`config.mk`:
```
export PLATFORM = sky130hd
export DESIGN_NAME = ps2_host_ctrl_flat
export DESIGN_NICKNAME = d
export VERILOG_FILES = /design/src/rtl/ps2_host_ctrl_if.sv /design/src/rtl/ps2_host_ctrl.sv /design/src/flat_wrapper.sv
export SDC_FILE = /design/constraint.sdc
export NUM_CORES = 1
export LEC_CHECK = 0
export BUFFER_PORTS_ARGS = -buffer_cell sky130_fd_sc_hd__buf_4
export CAP_MARGIN = 30
export CORE_MARGIN = 2
export CORE_UTILIZATION = 25
export CTS_CLUSTER_DIAMETER = 40
export DETAILED_ROUTE_END_ITERATION = 12
export PLACE_DENSITY = 0.45
export SYNTH_ARGS = -nofsm -noshare
export SYNTH_HDL_FRONTEND = slang
export SYNTH_SLANG_ARGS = --single-unit
```
`constraint.sdc`:
```
create_clock -name clk -period 3.79 [get_ports clk]
set_clock_uncertainty 0.15 [all_clocks]
set_input_delay 0 -clock clk [delete_from_list [all_inputs] [get_ports clk]]
set_output_delay 0 -clock clk [all_outputs]
set_load 0.02 [all_outputs]
```
`src/rtl/ps2_host_ctrl_if.sv`:
```
// Avalon-MM register bus and level irq between the CPU and the PS/2 host controller.
// The CPU drives the bus through master; readdata is returned without wait states and irq is a level.
interface ps2_host_ctrl_if;
    logic       s_cs_n;
    logic [1:0] s_address;
    logic       s_read;
    logic [7:0] s_readdata;
    logic       s_write;
    logic [7:0] s_writedata;
    logic       irq;

    modport master (
        output s_cs_n, s_address, s_read, s_write, s_writedata,
        input  s_readdata, irq
    );

    modport slave (
        input  s_cs_n, s_address, s_read, s_write, s_writedata,
        output s_readdata, irq
    );
endinterface

```
`src/rtl/ps2_host_ctrl.sv`:
```
// PS/2 keyboard host: filters kc, runs RX/TX frames on open-drain kc/kd, queues scancodes in a FIFO.
// Register reads are combinational with no wait states; a full FIFO drops bytes and writes while busy are ignored.
module ps2_host_ctrl #(
    parameter int FIFO_DEPTH     = 8,
    parameter int FILTER_LEN     = 8,
    parameter int INHIBIT_CYCLES = 5000,
    parameter int TIMEOUT_CYCLES = 100000
) (
    input  logic           clk,
    input  logic           reset_n,
    ps2_host_ctrl_if.slave s_bus,
    input  logic           kc_in,
    input  logic           kd_in,
    output logic           kc_oe,
    output logic           kd_oe
);
    localparam int AW   = (FIFO_DEPTH > 1) ? $clog2(FIFO_DEPTH) : 1;
    localparam int CW   = $clog2(FIFO_DEPTH + 1);
    localparam int FW   = $clog2(FILTER_LEN + 1);
    localparam int TMAX = (INHIBIT_CYCLES > TIMEOUT_CYCLES) ? INHIBIT_CYCLES : TIMEOUT_CYCLES;
    localparam int TW   = $clog2(TMAX + 1);

    typedef enum logic [2:0] {IDLE, RX, TX_INH, TX_RTS, TX_DATA, TX_ACK} state_t;

    state_t        r_state, w_next;
    logic [1:0]    r_kc_sync, r_kd_sync;
    logic          r_kc_filt, r_kc_filt_d;
    logic [FW-1:0] r_flt_cnt;
    logic [TW-1:0] r_timer;
    logic [3:0]    r_bitcnt;
    logic [8:0]    r_rx_sr;
    logic [8:0]    r_tx_sr;
    logic          r_kd_drv;
    logic          r_tx_busy, r_tx_pending, r_tx_ack_err, r_rx_err, r_overflow, r_irq_en;
    logic [7:0]    r_mem [FIFO_DEPTH];
    logic [AW-1:0] r_wptr, r_rptr;
    logic [CW-1:0] r_count;

    logic w_kd, w_event, w_timeout, w_bit_state;
    logic w_rx_done, w_rx_abort, w_tx_done, w_tx_abort, w_rx_ok;
    logic w_rd0, w_wr0, w_wr1, w_pop, w_push, w_full, w_push_ok;
    logic [7:0] w_rdata;

    // Pad synchronisers and kc glitch filter; the filtered level idles high.
    always_ff @(posedge clk or negedge reset_n) begin
        if (!reset_n) begin
            r_kc_sync   <= 2'b11;
            r_kd_sync   <= 2'b11;
            r_kc_filt   <= 1'b1;
            r_kc_filt_d <= 1'b1;
            r_flt_cnt   <= '0;
        end else begin
            r_kc_sync   <= {r_kc_sync[0], kc_in};
            r_kd_sync   <= {r_kd_sync[0], kd_in};
            r_kc_filt_d <= r_kc_filt;
            if (r_kc_sync[1] == r_kc_filt) begin
                r_flt_cnt <= '0;
            end else if (r_flt_cnt == FW'(FILTER_LEN - 1)) begin
                r_kc_filt <= r_kc_sync[1];
                r_flt_cnt <= '0;
            end else begin
                r_flt_cnt <= r_flt_cnt + FW'(1);
            end
        end
    end

    assign w_kd        = r_kd_sync[1];
    assign w_event     = r_kc_filt_d & ~r_kc_filt;
    assign w_timeout   = (r_timer == TW'(TIMEOUT_CYCLES - 1));
    assign w_bit_state = (r_state == RX) || (r_state == TX_DATA) || (r_state == TX_ACK);
    assign w_rx_ok     = w_kd & (^r_rx_sr);

    assign w_rd0 = ~s_bus.s_cs_n & s_bus.s_read  & (s_bus.s_address == 2'd0);
    assign w_wr0 = ~s_bus.s_cs_n & s_bus.s_write & (s_bus.s_address == 2'd0);
    assign w_wr1 = ~s_bus.s_cs_n & s_bus.s_write & (s_bus.s_address == 2'd1);

    always_ff @(posedge clk or negedge reset_n) begin
        if (!reset_n) r_state <= IDLE;
        else          r_state <= w_next;
    end

    always_comb begin
        w_next     = r_state;
        w_rx_done  = 1'b0;
        w_rx_abort = 1'b0;
        w_tx_done  = 1'b0;
        w_tx_abort = 1'b0;
        case (r_state)
            IDLE: begin
                if (w_event && !w_kd) w_next = RX;
                else if (r_tx_pending) w_next = TX_INH;
            end
            RX: begin
                if (w_event && r_bitcnt == 4'd9) begin
                    w_next    = IDLE;
                    w_rx_done = 1'b1;
                end else if (!w_event && w_timeout) begin
                    w_next     = IDLE;
                    w_rx_abort = 1'b1;
                end
            end
            TX_INH: if (r_timer == TW'(INHIBIT_CYCLES - 1)) w_next = TX_RTS;
            TX_RTS: w_next = TX_DATA;
            TX_DATA: begin
                if (w_event && r_bitcnt == 4'd9) begin
                    w_next = TX_ACK;
                end else if (!w_event && w_timeout) begin
                    w_next     = IDLE;
                    w_tx_abort = 1'b1;
                end
            end
            TX_ACK: begin
                if (w_event) begin
                    w_next    = IDLE;
                    w_tx_done = 1'b1;
                end else if (w_timeout) begin
                    w_next     = IDLE;
                    w_tx_abort = 1'b1;
                end
            end
            default: w_next = IDLE;
        endcase
    end

    always_comb begin
        kc_oe = (r_state == TX_INH) || (r_state == TX_RTS);
        kd_oe = (r_state == TX_RTS) || ((r_state == TX_DATA) && r_kd_drv);
    end

    // Inhibit ignores kc events: the host itself is pulling kc low then.
    always_ff @(posedge clk or negedge reset_n) begin
        if (!reset_n) begin
            r_timer  <= '0;
            r_bitcnt <= '0;
            r_rx_sr  <= '0;
            r_kd_drv <= 1'b0;
        end else begin
            if (r_state != w_next || (w_event && w_bit_state)) r_timer <= '0;
            else if (r_timer != TW'(TMAX))                    r_timer <= r_timer + TW'(1);

            if (r_state != w_next)                                          r_bitcnt <= '0;
            else if (w_event && (r_state == RX || r_state == TX_DATA))     r_bitcnt <= r_bitcnt + 4'd1;

            if (r_state == RX && w_event && r_bitcnt != 4'd9) r_rx_sr <= {w_kd, r_rx_sr[8:1]};

            if (r_state == TX_RTS)                   r_kd_drv <= 1'b1;
            else if (r_state == TX_DATA && w_event)  r_kd_drv <= (r_bitcnt < 4'd9) ? ~r_tx_sr[0] : 1'b0;
            else if (r_state != TX_DATA)             r_kd_drv <= 1'b0;
        end
    end

    always_ff @(posedge clk or negedge reset_n) begin
        if (!reset_n) begin
            r_tx_sr      <= '0;
            r_tx_busy    <= 1'b0;
            r_tx_pending <= 1'b0;
            r_tx_ack_err <= 1'b0;
            r_rx_err     <= 1'b0;
            r_overflow   <= 1'b0;
            r_irq_en     <= 1'b0;
        end else begin
            if (w_wr0 && !r_tx_busy) begin
                r_tx_sr      <= {~^s_bus.s_writedata, s_bus.s_writedata};
                r_tx_busy    <= 1'b1;
                r_tx_pending <= 1'b1;
            end else if (r_state == TX_DATA && w_event) begin
                r_tx_sr <= {1'b0, r_tx_sr[8:1]};
            end
            if (r_state == IDLE && w_next == TX_INH) r_tx_pending <= 1'b0;
            if (w_tx_done || w_tx_abort)             r_tx_busy    <= 1'b0;

            if (w_wr1) begin
                r_irq_en <= s_bus.s_writedata[0];
                if (s_bus.s_writedata[1]) begin
                    r_tx_ack_err <= 1'b0;
                    r_rx_err     <= 1'b0;
                    r_overflow   <= 1'b0;
                end
            end
            if (w_tx_abort || (w_tx_done && w_kd))    r_tx_ack_err <= 1'b1;
            if (w_rx_abort || (w_rx_done && !w_rx_ok)) r_rx_err    <= 1'b1;
            if (w_push && !w_push_ok)                 r_overflow   <= 1'b1;
        end
    end

    assign w_push    = w_rx_done & w_rx_ok;
    assign w_pop     = w_rd0 & (r_count != '0);
    assign w_full    = (r_count == CW'(FIFO_DEPTH));
    assign w_push_ok = w_push & (~w_full | w_pop);

    always_ff @(posedge clk) begin
        if (w_push_ok) r_mem[r_wptr] <= r_rx_sr[7:0];
    end

    always_ff @(posedge clk or negedge reset_n) begin
        if (!reset_n) begin
            r_wptr  <= '0;
            r_rptr  <= '0;
            r_count <= '0;
        end else begin
            if (w_push_ok) r_wptr <= r_wptr + AW'(1);
            if (w_pop)     r_rptr <= r_rptr + AW'(1);
            case ({w_push_ok, w_pop})
                2'b10:   r_count <= r_count + CW'(1);
                2'b01:   r_count <= r_count - CW'(1);
                default: r_count <= r_count;
            endcase
        end
    end

    always_comb begin
        w_rdata = 8'h00;
        case (s_bus.s_address)
            2'd0:    if (r_count != '0) w_rdata = r_mem[r_rptr];
            2'd1:    w_rdata = {r_tx_busy, r_tx_ack_err, r_rx_err, r_overflow, 4'(r_count)};
            default: w_rdata = 8'h00;
        endcase
    end

    assign s_bus.s_readdata = w_rdata;
    assign s_bus.irq        = r_irq_en & (r_count != '0);
endmodule

```
`src/flat_wrapper.sv`:
```
// flat-port wrapper written by rule: the top's interface ports become plain ports
module ps2_host_ctrl_flat 
#(
    parameter int FIFO_DEPTH     = 8,
    parameter int FILTER_LEN     = 8,
    parameter int INHIBIT_CYCLES = 5000,
    parameter int TIMEOUT_CYCLES = 100000
)
  (clk, reset_n, kc_in, kd_in, kc_oe, kd_oe, s_bus_s_cs_n, s_bus_s_address, s_bus_s_read, s_bus_s_write, s_bus_s_writedata, s_bus_s_readdata, s_bus_irq);
  ps2_host_ctrl_if s_bus_i ();
  input  logic clk;
  input  logic reset_n;
  input  logic kc_in;
  input  logic kd_in;
  output logic kc_oe;
  output logic kd_oe;
  input wire logic [$bits(s_bus_i.s_cs_n)-1:0] s_bus_s_cs_n;
  input wire logic [$bits(s_bus_i.s_address)-1:0] s_bus_s_address;
  input wire logic [$bits(s_bus_i.s_read)-1:0] s_bus_s_read;
  input wire logic [$bits(s_bus_i.s_write)-1:0] s_bus_s_write;
  input wire logic [$bits(s_bus_i.s_writedata)-1:0] s_bus_s_writedata;
  output wire logic [$bits(s_bus_i.s_readdata)-1:0] s_bus_s_readdata;
  output wire logic [$bits(s_bus_i.irq)-1:0] s_bus_irq;
  assign s_bus_i.s_cs_n = s_bus_s_cs_n;
  assign s_bus_i.s_address = s_bus_s_address;
  assign s_bus_i.s_read = s_bus_s_read;
  assign s_bus_i.s_write = s_bus_s_write;
  assign s_bus_i.s_writedata = s_bus_s_writedata;
  assign s_bus_s_readdata = s_bus_i.s_readdata;
  assign s_bus_irq = s_bus_i.irq;
  ps2_host_ctrl #(.FIFO_DEPTH(FIFO_DEPTH), .FILTER_LEN(FILTER_LEN), .INHIBIT_CYCLES(INHIBIT_CYCLES), .TIMEOUT_CYCLES(TIMEOUT_CYCLES)) u_core (.clk(clk), .reset_n(reset_n), .s_bus(s_bus_i), .kc_in(kc_in), .kd_in(kd_in), .kc_oe(kc_oe), .kd_oe(kd_oe));
endmodule
```
== Yosys cells after proc, flatten, opt, wreduce, memory -nomap -nowiden ==
Memories as Yosys holds them, arrays and structs flattened.
Cells that the tools add are included.
Storage, ports and cells
  flip-flop bits (word level): 69
  RAM bits: 64
  input bits: 17
  output and inout port bits: 11
  memories: 1
Operators by class
  add/sub/neg operators: 7
  $lt $le $gt $ge: 1
  equality and inequality tests: 19
  muxes and demuxes: 44
  bitwise gates (word level): 17
  reductions and logical operators: 49
Memories
  u_core.r_mem: depth 8, width 8, read ports 1, clocked after memory_dff 0, wr ports 1, RTL line ps2_host_ctrl.sv:35  | logic [7:0] r_mem [FIFO_DEPTH];
Operator list (count)
  $mux 17: 2
  $mux 3: 8
  $reduce_bool 2->1: 12
  $mux 1: 23
  $mux 9: 2
  $pmux 3 s6: 1
  $add 17x1->17 const B: 1
  $eq 17x13->1 const B: 1
  $eq 17x17->1 const B: 1
  $ne 17x17->1 const B: 1
  $mux 4: 4
  $pmux 8 s2: 1
  $logic_and 1x1->1: 14
  $add 4x1->4 const B: 3
  $and 1x1->1: 11
  $eq 3x2->1 const B: 3
  $reduce_xor 9->1: 1
  $eq 4x4->1 const B: 2
  $logic_or 1x1->1: 8
  $mux 8: 1
  $pmux 4 s2: 1
  $reduce_and 2->1: 4
  $reduce_xnor 8->1: 1
  $add 3x1->3 const B: 2
  19 further kinds: 29

== Depth between registers and ports, before layout ==
Gate-level depths: netlist of the first run.
  depth after elaboration: 11
  mapped depth: 12

== Worst setup path after synthesis of the first run ==
OpenSTA, ideal clock, no wires.
  path type: register to register
  from: reg u_core.r_state[1]
  to: mem u_core.r_mem[0][0], enable pin
  library setup time: 0.395 ns
  data arrival time: 2.491 ns
  slack: 0.755 ns
  stages on the path, launching flop included: 8
  clock period less this slack: 3.035 ns
  path through: dfrtp_1 > clkbuf_1 > nor3b_1 > nor3b_1 > nand2_1 > nor2_1 > nand2_1 > nor4_1
Between the ends
  longest elaborated chain between the ends: 6
RTL lines
  from (decl): RTL line ps2_host_ctrl.sv:25  | state_t r_state, w_next;
  from (signal assigned): RTL line ps2_host_ctrl.sv:79  | else r_state <= w_next;
  $eq 3x1->1: RTL line ps2_host_ctrl.sv:88  | case (r_state)
  $mux 1: RTL line ps2_host_ctrl.sv:88
  $and 1x1->1: RTL line ps2_host_ctrl.sv:186  | assign w_push = w_rx_done & w_rx_ok;
  $and 1x1->1: RTL line ps2_host_ctrl.sv:189  | assign w_push_ok = w_push & (~w_full | w_pop);
  $mux 1: RTL line ps2_host_ctrl.sv:192  | if (w_push_ok) r_mem[r_wptr] <= r_rx_sr[7:0];
  $mux 1 (implied by the code): RTL line ps2_host_ctrl.sv:192
  to (decl): RTL line ps2_host_ctrl.sv:35
Every way passes these cells.

== Final worst setup path of the first run ==
  from: reg u_core.r_rx_sr[2]
  to: reg u_core.r_count[3]
Between the ends
  longest elaborated chain between the ends: 6
  elaborated cells on any way between the ends: 8
RTL lines
  from (decl): RTL line ps2_host_ctrl.sv:31  | logic [8:0] r_rx_sr;
  from (signal assigned): RTL line ps2_host_ctrl.sv:144  | if (r_state == RX && w_event && r_bitcnt != 4'd9) r_rx_sr <= {w_kd, r_rx_sr[8:1]};
  $reduce_xor 9->1 *: RTL line ps2_host_ctrl.sv:71  | assign w_rx_ok = w_kd & (^r_rx_sr);
  $and 1x1->1 *: RTL line ps2_host_ctrl.sv:71
  $and 1x1->1 *: RTL line ps2_host_ctrl.sv:186
  $and 1x1->1 *: RTL line ps2_host_ctrl.sv:189
  $eq 2x1->1 / $eq 2x2->1 (equally long branches): RTL line ps2_host_ctrl.sv:203  | case ({w_push_ok, w_pop})
  $pmux 4 s2 / $reduce_bool 2->1 (equally long branches)
  to (signal assigned): RTL line ps2_host_ctrl.sv:204  | 2'b10: r_count <= r_count + CW'(1);
  to (signal assigned): RTL line ps2_host_ctrl.sv:205  | 2'b01: r_count <= r_count - CW'(1);
  to (signal assigned): RTL line ps2_host_ctrl.sv:206  | default: r_count <= r_count;
  to (decl): RTL line ps2_host_ctrl.sv:37  | logic [CW-1:0] r_count;
Mark *: on every way between the ends. The rest lies on a longest branch, timed or not.
A chain may end at the register's enable or synchronous reset.

==> results of run 1 <==
-- what timing repair did --
| item | 4_1_cts | 5_1_grt |
|---|---|---|
| endpoints found under the hold margin | 82 | 15 |
| hold buffers | 33 | 1 |
| setup endpoints to repair | 0 | 0 |
-- how the worst max path moves through the flow --
| stage | start | end | slack [ns] | cells past startpoint |
|---|---|---|---|---|
| after detailed placement | u_core.r_rx_sr[2]$_DFFE_PN0P_ | u_core.r_count[3]$_DFFE_PN0P_ | 0.54 | 10 |
| after global routing | u_core.r_rx_sr[2]$_DFFE_PN0P_ | u_core.r_count[3]$_DFFE_PN0P_ | 0.28 | 10 |
| after CTS | u_core.r_rx_sr[2]$_DFFE_PN0P_ | u_core.r_count[3]$_DFFE_PN0P_ | 0.50 | 10 |
| after global placement | u_core.r_rx_sr[2]$_DFFE_PN0P_ | u_core.r_count[3]$_DFFE_PN0P_ | 0.55 | 10 |
| after floorplan | u_core.r_state[1]$_DFF_PN0_ | u_core.r_mem[0][0]$_DFFE_PP_ | 0.75 | 7 |
| final | u_core.r_rx_sr[2]$_DFFE_PN0P_ | u_core.r_count[3]$_DFFE_PN0P_ | 0.45 | 10 |
-- metrics by stage --
step / instances / worst slack, ns / power (mW) / area, um^2
6_report: 873 / 0.447 / 4.09 / 7620
5_1_grt: 873 / 0.282 / 4.31 / 7620
4_1_cts: 871 / 0.501 / 4.14 / 7580
3_5_place_dp: 806 / 0.539 / 2.51 / 6690
3_3_place_gp: 806 / 0.552 / 2.49 / 6690
2_1_floorplan: 457 / 0.755 / 2.30 / 6020
-- routing by layer --
metal  track usage [%]  share of wire, %
met5                 0                 0
met1              14.3                48
met2              16.5                47
met4              4.34               1.7
met3              2.79               2.9
-- worst max-delay path: cells and delay by family (launching register included) --
kind	cells	cell delay, ns
flip-flops	1	0.53
AO/OA/AOI/OAI	5	1.12
XOR/XNOR	3	1.07
AND/OR/NAND/NOR	1	0.07
adder cells (fa/ha/maj)	1	0.27
-- logic make-up after synthesis --
family,Yosys count,synth area share (%)
adders and majority gates,11,2.41
AOI/OAI and AO/OA,56,5.82
buffers and inverters,25,1.71
xor gates and xnor gates,41,6.20
DFF,133,60.8
and+or+nand+nor,145,11.9
muxes,46,11.2
-- sequential cells by signal (all words and copies together), names as in the netlist, 3 cells and up --
register and flops:
u_core.r_bitcnt 4, u_core.r_count 4, u_core.r_flt_cnt 4, u_core.r_mem 64, u_core.r_rptr 3, u_core.r_rx_sr 9
u_core.r_state 3, u_core.r_timer 17, u_core.r_tx_sr 9, u_core.r_wptr 3
-- cell usage in the layout, fill, tap and decap left out, types with 2 or more instances in the layout --
master	count
nor3_1	12
nor2b_1	7
ha_1	10
nand4_1	5
inv_1	12
nor3b_1	3
nand3_1	12
nor2_1	40
xor2_1	16
and3_1	3
dfstp_2	6
or3b_2	2
o21ai_0	26
a21oi_1	7
a211oi_1	2
dlygate4sd3_1	34
mux2_2	12
nand3b_1	2
o31ai_1	3
xnor2_1	24
nand2b_1	7
a21o_1	3
inv_6	6
nand2_1	40
mux4_2	16
or4bb_1	2
a22o_1	3
clkinv_4	2
edfxtp_1	64
o211ai_1	3
clkinvlp_4	3
mux2i_1	18
clkbuf_16	17
buf_4	43
dfrtp_1	63
nor4_1	3
-- power by group through the flow --
stage                     clock network [mW]  registers (mW)  logic, mW
after floorplan                            0            1.78      0.515
after global placement                     0            1.93      0.567
after CTS                               1.61            1.90      0.630
after global routing                    1.67            1.93      0.711
final                                   1.56            1.90      0.631
after detailed placement                   0            1.93      0.576
-- final cells by class --
class                           count  area (um^2)  share of cell area [%]
Timing Repair Buffer               78          691                    9.06
Clock buffer                       17          425                    5.58
Sequential cell                   133         3660                    48.0
Inverter                           12         45.0                   0.591
Multi-Input combinational cell    299         2260                    29.7
Tap cell                          319          399                    5.24
Clock inverter                     15          143                    1.87
==> impl_metrics.toml, run 1 <==
[finish]
drive_gt1_share_pct = 20.9
nNetsFinal = 569
final_util_pct = 32.4
n_fill_cell = 2355
diodes = 0
syn_to_final_growth_pct = 26.7

[setup_path]
r2r-start = "u_core.r_rx_sr[2]$_DFFE_PN0P_"
start_kind = "flip-flop"
crit_path_end_kind = "flip-flop"
cp_slowest_stage_delay_ns = 0.53
r2r_setup_slack_ns = 0.45
cpMaxStageDelayCell = "dfrtp_1"
arrival_ns = 3.49
critPathKind = "reg -> reg"
worst_ep_required_time_ns = 3.93
crit_path_frequent_cell = "a21oi_1"
crit_chain = "xor2_1 -> xnor3_1 -> xnor2_1 -> o21a_1 -> ha_1 -> a21o_1 -> a21oi_1 -> nor2_1 -> a221oi_1 -> a21oi_1"
worstPathMaxFanout = 11
r2r-end = "u_core.r_count[3]$_DFFE_PN0P_"
reg2reg_depth = 10

[routing]
via_count = 3806
wl_mm = 12.9
dr.pass1.iters = 4
viasPerCell = 4.36
ant_nets = 0
drcViolationCount = 0
drtIter0Drc = 185
avgRoutedWirePerCell_um = 14.7

[timing]
setup-tns-final_ns = 0
grt_setup_unrepaired = "false"
setup_viol = 0
min_period_over_period_pct = 88.2
worst_slew_pin_slew_ns = 0.892
max_freq_ghz = 0.299
hold_slack_ns = 0.0474
period_minus_slack_ns = 3.34
report.final.slew_viol_count = 0
hold_violations = 0
relSlewSlack_pct = 40.5

[power]
swShare_pct = 28.4
power_density_nw_per_um2 = 537
p_int_mw = 2.93
ir_drop_mv = 0.354
p_sw_mw = 1.16
power_frac_seq_pct = 46.4
p_clk_share_pct = 38.2
power_leakage_nw = 3.03
combPwrFrac_pct = 15.4

[die]
die_h_um = 159
ioPinCount = 28
die_w_um = 159
design.core.area_um2 = 23500
die-area_um2 = 25300
initial_core_util_pct = 25.6
rows = 56

[clock_network]
clk_latency_ns = 0.41
cts_sinks = 133
cts_tree = "built"
h-tree-depth = 4
postCtsSetupRepairBufs = 0
cts_buffer_depth = 2
cts_resized = 0
clkTransAtPathRegs_ns = 0.06
numCtsBuffers = 17
root_buffer = "clkbuf_16"

[flow_run]
max-cap-violations = 0

[global_route]
grt_overflow_total = 0
grt_pass1_vias = 3845
antenna_found_initial = 0
grt_util_all_layers_pct = 10.7
grt_pass1_wl_mm = 20.9
grt_max_degree = 70

[status]
status = "finished clean"

[logic_synthesis]
netlist_top_cells_count = "edfxtp_1, dfrtp_1, nand2_1, nor2_1, o21ai_0"
ys_dominant_reg_cell = "edfxtp_1"
yosysWarnings = 0
netlist-cell-type-count = 51
async_reset_ff_share_pct = 51.9
synth_top_area_share_pct = 31.9
ys_seq_elements = 133
synth.area.top_cells = "edfxtp_1, dfrtp_1, mux4_2"
synth_top_area_cell = "edfxtp_1"
syn_nets = 485
synth_edf_count = 64
synth_area_um2 = 6020
ys_seq_area_share_pct = 60.8
synth_most_common_cell = "edfxtp_1"
synth_cells = 457
avgSynthCellArea_um2 = 13.2

[hold_path]
hold_start = "s_bus_s_write"
hold_path.class = "in -> reg"
worstHoldPathCells = 6
hold_end = "u_core.r_tx_ack_err$_DFFE_PN0P_"

[placement]
dp_hpwl_mm = 8.58
port_buffers = 27
gp_congestion = 0.746
Power figures use the tool's default switching activity.
==> run 2, diff against run 1 <==
--- a/config.mk
+++ b/config.mk
@@ -5,6 +5,7 @@
 export SDC_FILE = /design/constraint.sdc
 export NUM_CORES = 1
 export LEC_CHECK = 0
+export ABC_AREA = 1
 export BUFFER_PORTS_ARGS = -buffer_cell sky130_fd_sc_hd__buf_4
 export CAP_MARGIN = 30
 export CORE_MARGIN = 2
@@ -12,6 +13,7 @@
 export CTS_CLUSTER_DIAMETER = 40
 export DETAILED_ROUTE_END_ITERATION = 12
 export PLACE_DENSITY = 0.45
+export SLEW_MARGIN = 20
 export SYNTH_ARGS = -nofsm -noshare
 export SYNTH_HDL_FRONTEND = slang
 export SYNTH_SLANG_ARGS = --single-unit
==> impl_metrics.toml, run 2 <==
[setup_path]
worst_ep_required_time_ns = 3.96
crit_chain = "inv_2 -> nand2_2 -> nor3_2 -> nor3_4 -> dlygate4sd3_1 -> nand2_2 -> inv_1 -> nand2_1 -> inv_1 -> ha_1 -> nand2_1 -> nand2_1 -> a31oi_1 -> inv_1 -> nand4_1 -> nand3_1 -> nand2_1 -> inv_1"
r2r-start = "u_core.r_count[0]$_DFFE_PN0P_"
critPathLaunch = "u_core.r_count[0]$_DFFE_PN0P_"
arrival_ns = 3.55
start_kind = "flip-flop"
worst-path-buf-inv = 6
r2r-end = "u_core.r_count[3]$_DFFE_PN0P_"
r2r_setup_slack_ns = 0.41
cp.depth = 18
cp_slowest_stage_delay_ns = 0.65
cpMaxStageDelayCell = "dlygate4sd3_1"
cpLargestDelayFamily = "simple AND/OR/NAND/NOR gates"
reg2reg_depth = 18
critical_path.endpoint = "u_core.r_count[3]$_DFFE_PN0P_"
crit_path_end_kind = "flip-flop"
critPathKind = "reg -> reg"
worstPathMaxFanout = 9

[finish]
diodes = 0
layout_commonest_cell = "nand2_1"
final_cell_mix = "nand2_1, inv_1, edfxtp_1, dfrtp_1, o21ai_0"
nNetsFinal = 710
final_cells = 1025
largest_reg_flops = 64
final_util_pct = 31.1
reg.largest.list = "u_core.r_mem (64), u_core.r_timer (17)"
syn_to_final_growth_pct = 22.7
regMostFlops = "u_core.r_mem"
drive_gt1_share_pct = 16.7

[status]
status = "finished clean"

[routing]
avgRoutedWirePerCell_um = 14.7
via_count = 4445
dr.pass1.iters = 4
drcViolationCount = 0
ant_nets = 0
wl_mm = 15.0
viasPerCell = 4.34
drtIter0Drc = 351

[die]
design.core.area_um2 = 25100
initial_core_util_pct = 25.3
die-area_um2 = 26700
die_w_um = 163
die_h_um = 163
rows = 58
ioPinCount = 28

[global_route]
grt_overflow_total = 0
use_met1_pct = 16.2
grt_pass1_wl_mm = 24.4
grt_util_all_layers_pct = 12.0
gr-usage-met2_pct = 18.9
busiest_layer = "met2"
grt_pass1_vias = 4509
grtUsageMet3_pct = 3.53
antenna_found_initial = 0
grt_max_degree = 70

[timing]
period_minus_slack_ns = 3.38
report.final.slew_viol_count = 0
worst_slew_pin_slew_ns = 0.798
setup_viol = 0
grt_setup_unrepaired = "false"
max_freq_ghz = 0.296
relSlewSlack_pct = 46.7
min_period_over_period_pct = 89.3
setup-tns-final_ns = 0
hold_violations = 0

[power]
combPwrFrac_pct = 23.9
power_density_nw_per_um2 = 586
p_int_mw = 3.01
swShare_pct = 34.2
p_sw_mw = 1.56
p_clk_share_pct = 36.7
power_leakage_nw = 3.18
power_frac_seq_pct = 39.4
ir_drop_mv = 0.490

[clock_network]
numCtsBuffers = 17
clkTransAtPathRegs_ns = 0.07
cts_sinks = 133
postCtsSetupRepairBufs = 0
cts_tree = "built"
root_buffer = "clkbuf_16"
cts_buffer_depth = 2
h-tree-depth = 4
clk_latency_ns = 0.43

[logic_synthesis]
ys_seq_elements = 133
ys_dominant_reg_cell = "edfxtp_1"
syn_nets = 648
yosysWarnings = 0
synth_area_um2 = 6360
synth_edf_count = 64
synth_cells = 620
synth_most_common_cell = "nand2_1"
synth_top_area_cell = "edfxtp_1"
avgSynthCellArea_um2 = 10.3
synth_top_area_share_pct = 30.2
netlist-cell-type-count = 46
async_reset_ff_share_pct = 51.9
ys_seq_area_share_pct = 57.5
synth.area.top_cells = "edfxtp_1, dfrtp_1, nand2_1"
netlist_top_cells_count = "nand2_1, inv_1, edfxtp_1"

[placement]
placed_cells = 973
gp_congestion = 0.788
dp_hpwl_mm = 9.89
port_buffers = 27

[flow_run]
max-cap-violations = 0

[hold_path]
hold_start = "s_bus_s_write"
hold_path.class = "in -> reg"
## run 2: logic make-up (layout without fill, tap and decap cells)
kind of cell    after synthesis  count (layout)  synth area share (%)
flops                       133             133                  57.5
simple gates                235             235                  18.2
xor+xnor                     36              36                  4.96
mux                          15              15                  2.38
compound gates               94              94                  8.75
buf+inv                      96             171                  5.90
fa+ha+maj                    11              11                  2.28
## run 2: area by class of cell
class	count	area, um^2
clock buffer	17	425
clock inverter	15	175
fill	2614	17300
inverter	81	304
multi-input combinational	391	2330
sequential	133	3660
tap	330	413
timing repair buffer	58	503
## run 2: how the worst min path moves through the flow
stage | end | slack [ns] | cells after the start
after detailed placement | u_core.r_kc_sync[0]$_DFF_PN1_ | -0.04 | 1
after global placement | u_core.r_kd_sync[0]$_DFF_PN1_ | -0.04 | 1
after CTS | u_core.r_overflow$_DFFE_PN0P_ | 0.01 | 8
final | u_core.r_overflow$_DFFE_PN0P_ | 0.02 | 8
after global routing | u_core.r_kd_sync[0]$_DFF_PN1_ | 0.06 | 2
after floorplan | u_core.r_bitcnt[0]$_DFFE_PN0P_ | -0.45 | 0
## run 2: stage by stage
step	total power, mW	instance area (um^2)	hold WS [ns]	setup slack [ns]
finish	4.57	7800	0.0248	0.407
global route	4.85	7800	0.0640	0.0797
CTS	4.64	7770	0.0118	0.420
detailed placement	2.92	6990	-0.0392	0.958
global placement	2.90	6980	-0.0402	0.990
floorplan	2.59	6360	-0.446	1.20
## run 2: per-layer routing
layer	vias to the layer above	share of wire, %
met2	74	46
met4	0	0.88
met5	-	0
li1	2234	-
met3	10	4.0
met1	2127	49
## run 2: power by group through the flow
stage,logic (mW),clock network (mW),registers (mW)
2_1_floorplan,0.821,0,1.77
6_report,1.09,1.68,1.80
5_1_grt,1.24,1.79,1.82
3_5_place_dp,1.09,0,1.83
3_3_place_gp,1.05,0,1.85
4_1_cts,1.11,1.72,1.80
## run 2: worst min-delay path, cell delays in order
cell	delay, ns
buf_4	0.11
inv_1	0.04
nor2_1	0.06
nand2_1	0.07
inv_1	0.06
nand2_1	0.10
nand2_1	0.05
o21ai_0	0.06
## run 2: timing repair
action                    CTS  global route
resized for setup           0             0
hold buffers               18             1
hold endpoints to repair   82            31
==> run 3, diff against run 2 <==
--- a/config.mk
+++ b/config.mk
@@ -8,7 +8,7 @@
 export ABC_AREA = 1
 export BUFFER_PORTS_ARGS = -buffer_cell sky130_fd_sc_hd__buf_4
 export CAP_MARGIN = 30
-export CORE_MARGIN = 2
+export CORE_MARGIN = 3
 export CORE_UTILIZATION = 25
 export CTS_CLUSTER_DIAMETER = 40
 export DETAILED_ROUTE_END_ITERATION = 12
==> impl_metrics.toml, run 3 (synthesis gave the netlist of run 2 again) <==
[timing]
hold_violations = 0
grt_setup_unrepaired = "false"
period_minus_slack_ns = 2.91
report.final.slew_viol_count = 0
min_period_over_period_pct = 76.7
max_freq_ghz = 0.344
setup-tns-final_ns = 0
setup_viol = 0
worst_slew_pin_slew_ns = 0.843
relSlewSlack_pct = 43.7

[flow_run]
max-cap-violations = 0

[clock_network]
numCtsBuffers = 17
cts_buffer_depth = 2
clk_latency_ns = 0.42
root_buffer = "clkbuf_16"
postCtsSetupRepairBufs = 0
h-tree-depth = 4
cts_sinks = 133
cts_tree = "built"
clkTransAtPathRegs_ns = 0.06

[routing]
ant_nets = 0
wl_mm = 15.3
dr.pass1.iters = 6
avgRoutedWirePerCell_um = 15.0
viasPerCell = 4.43
drtIter0Drc = 265
drcViolationCount = 0
via_count = 4513

[die]
design.core.area_um2 = 24700
initial_core_util_pct = 25.8
die_h_um = 165
rows = 57
ioPinCount = 28
die_w_um = 165
die-area_um2 = 27400

[power]
power_density_nw_per_um2 = 582
ir_drop_mv = 0.604
power_leakage_nw = 3.17

[finish]
final_util_pct = 31.6
nNetsFinal = 710
syn_to_final_growth_pct = 22.5
final_cell_area_um2 = 7790
final_cells = 1019
final_cell_mix = "nand2_1, inv_1, edfxtp_1, dfrtp_1, o21ai_0"
drive_gt1_share_pct = 16.5
layout_commonest_cell = "nand2_1"
diodes = 0
largest_reg_flops = 64
regMostFlops = "u_core.r_mem"
reg.largest.list = "u_core.r_mem (64), u_core.r_timer (17)"

[setup_path]
arrival_ns = 3.07
r2r_setup_slack_ns = 0.88
crit_path_end_kind = "flip-flop"
reg2reg_depth = 18
start_kind = "flip-flop"
worstPathMaxFanout = 12
r2r-end = "u_core.r_count[3]$_DFFE_PN0P_"
worst_ep_required_time_ns = 3.96
critPathKind = "reg -> reg"
r2r-start = "u_core.r_rx_sr[4]$_DFFE_PN0P_"

[placement]
placed_cell_area_um2 = 6990
gp_congestion = 0.791
dp_hpwl_mm = 10.2
placed_cells = 967
port_buffers = 27

[hold_path]
hold_end = "u_core.r_overflow$_DFFE_PN0P_"
hold_path.class = "in -> reg"
hold_start = "s_bus_s_write"
worstHoldPathCells = 8

[global_route]
grt_max_degree = 35
grt_pass1_vias = 4521
grt_overflow_total = 0
grt_pass1_wl_mm = 24.4
antenna_found_initial = 0
grt_util_all_layers_pct = 11.8

[status]
status = "finished clean"
run 3: what timing repair did:
action | 4_1_cts | 5_1_grt
gates resized for setup | 0 | 0
hold buffers | 20 | 0
hold endpoints to repair | 86 | 0
run 3: worst max path at each step:
| stage | start | end | slack, ns | cells past startpoint |
|---|---|---|---|---|
| final | u_core.r_rx_sr[4]$_DFFE_PN0P_ | u_core.r_count[3]$_DFFE_PN0P_ | 0.88 | 18 |
| after floorplan | u_core.r_rx_sr[4]$_DFFE_PN0P_ | u_core.r_mem[0][0]$_DFFE_PP_ | 1.20 | 11 |
| after global routing | u_core.r_rx_sr[4]$_DFFE_PN0P_ | u_core.r_count[3]$_DFFE_PN0P_ | 0.54 | 18 |
| after global placement | u_core.r_rx_sr[4]$_DFFE_PN0P_ | u_core.r_count[3]$_DFFE_PN0P_ | 0.97 | 18 |
| after CTS | u_core.r_rx_sr[4]$_DFFE_PN0P_ | u_core.r_count[3]$_DFFE_PN0P_ | 0.93 | 18 |
| after detailed placement | u_core.r_rx_sr[4]$_DFFE_PN0P_ | u_core.r_count[3]$_DFFE_PN0P_ | 0.95 | 18 |
run 3: worst max-delay path, stage by stage (launching register included):
cell and delay [ns]:
dfrtp_1 0.55, inv_1 0.12, nand2_1 0.08, nand2_1 0.07
nand2_1 0.07, nand3_1 0.10, nand3_1 0.14, nand4_1 0.18
nand2_1 0.20, inv_1 0.08, ha_1 0.32, nand2_1 0.08
nand2_1 0.04, a31oi_1 0.24, inv_1 0.10, nand4_1 0.11
nand3_1 0.07, nand2_1 0.07, inv_1 0.03
run 3: per-layer routing:
| layer | track usage (%) | routed length [um] | vias up |
|---|---|---|---|
| met3 | 3.12 | 474 | 17 |
| met5 | 0 | 0 | - |
| met4 | 3.86 | 232 | 0 |
| li1 | - | - | 2239 |
| met1 | 15.5 | 7540 | 2201 |
| met2 | 18.9 | 7020 | 56 |
run 3: final cells by class:
class | count | area, um^2
clock buffers | 17 | 425
repair buffers | 58 | 508
clock inverters | 15 | 161
fillers | 2560 | 16900
inverters | 81 | 304
well taps | 324 | 405
flip-flops and latches | 133 | 3660
multi-input cells | 391 | 2330
run 3: power by group:
group          internal, mW  switching [mW]  total (mW)
Combinational         0.392           0.697        1.09
Clock                 0.935           0.704        1.64
Sequential             1.66           0.152        1.81
run 3: through the flow:
step                      power [mW]  hold slack [ns]  setup slack (ns)
after global placement          2.93          -0.0406             0.970
final                           4.54           0.0271             0.885
after CTS                       4.61           0.0368             0.931
after detailed placement        2.93           -0.111             0.950
after floorplan                 2.59           -0.446              1.20
after global routing            4.82           0.0710             0.543
